$ cat src/rtl/reg64_bank_ctrl.sv
// Bank of 64-bit control registers shared between a 32-bit Avalon-MM host and one fabric writer.
// Host 64-bit accesses are made atomic via a low-half write stage and a high-half read snapshot.
module reg64_bank_ctrl #(
    parameter int unsigned NUM_REGS = 4,
    parameter logic [63:0] RST_VAL  = 64'h0,
    parameter int unsigned AW       = (NUM_REGS > 1) ? $clog2(NUM_REGS) + 1 : 1
) (
    input  logic                     i_clk,
    input  logic                     i_rst,
    input  logic [AW-1:0]            i_avs_address,
    input  logic                     i_avs_write,
    input  logic [31:0]              i_avs_writedata,
    input  logic                     i_avs_read,
    output logic [31:0]              o_avs_readdata,
    output logic                     o_avs_readdatavalid,
    output logic                     o_avs_waitrequest,
    input  logic                     i_fab_req,
    input  logic [3:0]               i_fab_idx,
    input  logic [63:0]              i_fab_data,
    output logic                     o_fab_ack,
    output logic [64*NUM_REGS-1:0]   o_regs,
    output logic [NUM_REGS-1:0]      o_upd_pulse
);

    localparam int unsigned IW = 5;

    typedef enum logic {
        PRIO_HOST = 1'b0,
        PRIO_FAB  = 1'b1
    } prio_e;

    logic [63:0]         regs_q [NUM_REGS];
    logic [31:0]         lo_stage_q;
    logic [31:0]         hi_snap_q;
    logic [IW-1:0]       snap_idx_q;
    logic                snap_valid_q;
    prio_e               prio_q;
    prio_e               prio_d;
    logic [31:0]         rdata_q;
    logic                rvalid_q;
    logic                fab_ack_q;
    logic [NUM_REGS-1:0] upd_q;
    logic [NUM_REGS-1:0] upd_d;

    logic [IW-1:0] host_idx;
    logic [IW-1:0] fab_idx;
    logic          host_in_range;
    logic          fab_in_range;
    logic          host_lo_write;
    logic          host_req;
    logic          fab_elig;
    logic          contended;
    logic          host_grant;
    logic          fab_grant;
    logic          rd_accept;
    logic          snap_hit;
    logic [63:0]   live_reg;
    logic          wr_en;
    logic [IW-1:0] wr_idx;
    logic [63:0]   wr_data;

    // Address bit 0 selects the half; the remaining bits name the register.
    assign host_idx      = IW'(i_avs_address >> 1);
    assign fab_idx       = {1'b0, i_fab_idx};
    assign host_in_range = host_idx < IW'(NUM_REGS);
    assign fab_in_range  = fab_idx < IW'(NUM_REGS);

    assign host_lo_write = i_avs_write & ~i_avs_address[0];
    // An out-of-range commit never competes for the port, so it never stalls.
    assign host_req      = i_avs_write & i_avs_address[0] & host_in_range;
    assign fab_elig      = i_fab_req & ~fab_ack_q;
    assign contended     = host_req & fab_elig;
    assign host_grant    = host_req & (~fab_elig | (prio_q == PRIO_HOST));
    assign fab_grant     = fab_elig & (~host_req | (prio_q == PRIO_FAB));

    assign o_avs_waitrequest = host_req & ~host_grant;

    assign rd_accept = i_avs_read & ~i_avs_write;
    assign snap_hit  = snap_valid_q & (snap_idx_q == host_idx);

    // Out-of-range fabric writes are granted and acked but never reach the bank.
    assign wr_en   = host_grant | (fab_grant & fab_in_range);
    assign wr_idx  = host_grant ? host_idx : fab_idx;
    assign wr_data = host_grant ? {i_avs_writedata, lo_stage_q} : i_fab_data;

    // NOTE: every always_comb output gets a default first so no latch is inferred.
    always_comb begin
        live_reg = '0;
        for (int i = 0; i < NUM_REGS; i++) begin
            if (host_idx == IW'(i)) begin
                live_reg = regs_q[i];
            end
        end
    end

    always_comb begin
        upd_d = '0;
        for (int i = 0; i < NUM_REGS; i++) begin
            upd_d[i] = wr_en & (wr_idx == IW'(i));
        end
    end

    // The loser of a contended grant gets priority next time.
    always_comb begin
        prio_d = prio_q;
        if (contended) begin
            prio_d = host_grant ? PRIO_FAB : PRIO_HOST;
        end
    end

    always_ff @(posedge i_clk) begin
        if (i_rst) begin
            // NOTE: the register bank itself is reset because the datapath consumes it directly.
            for (int i = 0; i < NUM_REGS; i++) begin
                regs_q[i] <= RST_VAL;
            end
            lo_stage_q   <= '0;
            hi_snap_q    <= '0;
            snap_idx_q   <= '0;
            snap_valid_q <= 1'b0;
            prio_q       <= PRIO_HOST;
            rdata_q      <= '0;
            rvalid_q     <= 1'b0;
            fab_ack_q    <= 1'b0;
            upd_q        <= '0;
        end else begin
            if (host_lo_write) begin
                lo_stage_q <= i_avs_writedata;
            end

            rvalid_q <= rd_accept;
            if (rd_accept) begin
                if (!i_avs_address[0]) begin
                    rdata_q      <= live_reg[31:0];
                    hi_snap_q    <= live_reg[63:32];
                    snap_idx_q   <= host_idx;
                    snap_valid_q <= 1'b1;
                end else if (snap_hit) begin
                    rdata_q      <= hi_snap_q;
                    snap_valid_q <= 1'b0;
                end else begin
                    rdata_q <= live_reg[63:32];
                end
            end

            prio_q    <= prio_d;
            fab_ack_q <= fab_grant;
            upd_q     <= upd_d;

            for (int i = 0; i < NUM_REGS; i++) begin
                if (upd_d[i]) begin
                    regs_q[i] <= wr_data;
                end
            end
        end
    end

    always_comb begin
        o_regs = '0;
        for (int i = 0; i < NUM_REGS; i++) begin
            o_regs[64*i +: 64] = regs_q[i];
        end
    end

    assign o_avs_readdata      = rdata_q;
    assign o_avs_readdatavalid = rvalid_q;
    assign o_fab_ack           = fab_ack_q;
    assign o_upd_pulse         = upd_q;

endmodule

$ cat config.mk
export PLATFORM = sky130hd
export DESIGN_NAME = reg64_bank_ctrl
export DESIGN_NICKNAME = d
export VERILOG_FILES = /design/src/rtl/reg64_bank_ctrl.sv
export SDC_FILE = /design/constraint.sdc
export NUM_CORES = 1
export LEC_CHECK = 0
export BUFFER_PORTS_ARGS = -buffer_cell sky130_fd_sc_hd__buf_2
export CORE_MARGIN = 2
export CORE_UTILIZATION = 43
export CTS_BUF_LIST = sky130_fd_sc_hd__clkbuf_4 sky130_fd_sc_hd__clkbuf_8 sky130_fd_sc_hd__clkbuf_16
export CTS_CLUSTER_DIAMETER = 50
export CTS_CLUSTER_SIZE = 12
export DETAILED_ROUTE_END_ITERATION = 6
export GPL_TIMING_DRIVEN = 0
export PLACE_DENSITY = 0.68
export SYNTH_ARGS = -nofsm -noshare
export SYNTH_HDL_FRONTEND = slang
export SYNTH_SLANG_ARGS = --single-unit
$ cat constraint.sdc
create_clock -name i_clk -period 6.85 [get_ports i_clk]
set_input_delay 0.3425 -clock i_clk [delete_from_list [all_inputs] [get_ports i_clk]]
set_output_delay 0.3425 -clock i_clk [all_outputs]
set_load 0.05 [all_outputs]
==> flow_summary_export.csv <==
group,metric,value,unit
global_route,globalRouteOverflowTotal,0,
timing,clock.fmax,0.349,GHz
timing,slew_viol_final,0,
synthesis,yosys_most_used_dff,"edfxtp_1",
synthesis,synth_top_cell_area_share,50.0,%
run,maxCapViolCount,0,
synthesis,synth-seq-cells,362,
pwr,finalPower,5640,µW
clock_tree,cts_root_buf,"clkbuf_16",
global_route,antenna_found_initial,5,
clock_tree,post_cts_buffers,0,
global_route,grt_pass1_wl,76000,µm
timing,fin_skew,0.0136,ns
timing,rsz0062_at_grt,"no",
worst_hold_path,hp-class,"in2reg",
critical_path,required,7.11,ns
synthesis,ys_seq_area_share,63.8,%
critical_path,arrival,3.12,ns
synthesis,yosys-top-cells-count,"nor2_1 (261), edfxtp_1 (256), nand2_1 (167), dfxtp_1 (106), a21oi_1 (99)",
detailed_routing,wl,54100,µm
timing,worst_pin_slew,1.09,ns
clock_tree,cts_buffers,42,
global_route,grt_pass1_vias,12000,
synthesis,syn_area,15400,µm²
critical_path,critPathKind,"reg2reg",
synthesis,syn-num-nets,1356,
timing,relSlewSlack,27.5,%
synthesis,synth_async_sr_flop_share,0,%
synthesis,synth_top_cell_by_area,"edfxtp_1",
finish,multi_input_area,4990,µm²
global_route,grt_max_degree,46,
detailed_routing,drtIter0Drc,912,
clock_tree,hold_buffers,0,
clock_tree,clk_latency,0.53,ns
synthesis,synth.area.top_cells,"edfxtp_1 (50%), dfxtp_1 (14%), mux4_2 (9.4%)",
timing,period_needed,2.86,ns
critical_path,r2r-end,"regs_q[1][41]$_SDFFCE_PN0P_",
clock_tree,cts_sinks,362,
clock_tree,clk_pin_slew,0.06,ns
floorplan,core-area,35400,µm²
critical_path,r2r-start,"o_fab_ack$_SDFF_PP0_",
floorplan,start_util,43.4,%
outcome,status,"finished, final reports clean",
clock_tree,clockBufferDepth,3,
floorplan,io_pins,403,
worst_hold_path,min_from,"i_avs_writedata[24]",
synthesis,syn_avg_cell_area,12.3,µm²
synthesis,ys_types,34,
finish,fill_cells,3040,
clock_tree,cts_tree,"done",
finish,seq_area,9810,µm²
pwr,power_density,289,nW/µm²
clock_tree,cts_resized,0,
detailed_routing,drt_first_pass_iters,7,
finish,fin_util,55.2,%
floorplan,die-height,193,µm
synthesis,synth_edf_count,256,
floorplan,rows,69,
detailed_routing,drc,0,
critical_path,rrSetupSlack,3.99,ns
finish,fin_cells,2196,
critical_path,ff2ff_path_depth,6,
timing,setup_violations,0,
finish,nNetsFinal,1808,
placed_design,dp_cells,2117,
synthesis,synthCells,1248,
detailed_routing,vias,12100,
worst_hold_path,holdPathEnd,"lo_stage_q[24]$_SDFFE_PP0P_",
timing,fin_tns_setup,0,ns
synthesis,yosysMostFrequentCell,"nor2_1",
global_route,grt_usage,28.2,%
finish,syn_to_final_growth,26.9,%
floorplan,die_x,193,µm
finish,final_layout_size_suffix_gt1_share,33.4,%
pwr,leakagePower,0.00821,µW
critical_path,path_max_fanout,10,
synthesis,yosys_warnings,0,
critical_path,start_kind,"register",
floorplan,die_area,37300,µm²
worst_hold_path,hold_depth,3,
clock_tree,htree_levels,2,
placed_design,dpl.hpwl,38100,µm
detailed_routing,ant_nets,0,
timing,hold_viol_final,0,
critical_path,critPathLaunch,"o_fab_ack$_SDFF_PP0_",
critical_path,cp-end-kind,"register",
timing,period_share,41.8,%
placed_design,gp_congestion,0.867,
detailed_routing,wl_per_cell,24.6,µm
placed_design,io_buffers,400,
detailed_routing,viasPerCell,5.50,
pwr,max-vdd-ir-drop,0.000248,V
==> report_power, final <==
group	total [µW]	switching [µW]	internal [µW]
sequential	2520	61.2	2460
combinational	907	676	232
clock	2210	899	1310
total	5640	1640	4010
==> state kept, by name, summed over array words and instances (netlist names) <==
name,cells
lo_stage_q,32
prio_q,1
o_fab_ack,1
hi_snap_q,32
o_avs_readdatavalid,1
o_avs_readdata,32
o_upd_pulse,4
snap_idx_q,2
snap_valid_q,1
regs_q,256
==> logic make-up (layout without fill, tap and decap cells) <==
logic type | count (synthesis) | in the layout | share of synthesized area [%]
DFF | 362 | 362 | 63.8
buffers and inverters | 130 | 612 | 3.86
and+or+nand+nor | 486 | 486 | 12.9
other | 0 | 5 | 0
muxes | 128 | 128 | 13.5
xor gates and xnor gates | 3 | 3 | 0.171
AOI/OAI and AO/OA | 139 | 139 | 5.73
==> worst max-delay path by stage <==
stage	endpoint	cells after the start
after global routing	regs_q[1][37]$_SDFFCE_PN0P_	6
after floorplan	regs_q[3][0]$_SDFFCE_PN0P_	3
final	regs_q[1][41]$_SDFFCE_PN0P_	6
after global placement	regs_q[3][22]$_SDFFCE_PN0P_	4
after detailed placement	regs_q[3][34]$_SDFFCE_PN0P_	7
after CTS	regs_q[1][41]$_SDFFCE_PN0P_	6
==> critical path: stages, from the launching register on <==
cell and delay (ns):
dfxtp_1 0.40, and3b_1 0.24, o2111a_1 0.27, o21bai_1 0.15, clkbuf_1 0.75, clkbuf_1 0.65, nor2_1 0.12
==> layout make-up <==
| type | instances | share of cell area [%] |
|---|---|---|
| Antenna cell | 5 | 0.0641 |
| Buffer | 91 | 2.29 |
| Clock buffer | 59 | 6.16 |
| Clock inverter | 15 | 0.820 |
| Inverter | 39 | 0.750 |
| Multi-Input combinational cell | 756 | 25.6 |
| Sequential cell | 362 | 50.2 |
| Tap cell | 461 | 2.95 |
| Timing Repair Buffer | 408 | 11.2 |
==> layer usage <==
metal  up-vias  share of wire, %  track usage (%)
met3       118               8.5             5.34
li1       5349                 -                -
met5         -             0.028                0
met2       614                49             47.9
met4         2               3.6             9.94
met1      5998                39             36.2
==> placed cells by master, fill, tap and decap left out, drive strengths merged, types with 43 or more instances in the layout <==
master  instances
buf           436
nor2          261
edfxtp        256
nand2         167
clkbuf        122
dfxtp         106
a21oi          99
mux4           64
mux2i          64
inv            43
==> stage by stage <==
stage | setup slack (ns) | area [µm²] | hold slack [ns]
6_report | 3.99 | 19500 | 0.0667
5_1_grt | 3.85 | 19500 | 0.0649
4_1_cts | 3.96 | 19500 | 0.0523
3_5_place_dp | 3.82 | 18100 | 0.441
3_3_place_gp | 1.28 | 18000 | 0.440
2_1_floorplan | 3.39 | 15400 | 0.436
Power figures use the tool's default switching activity.
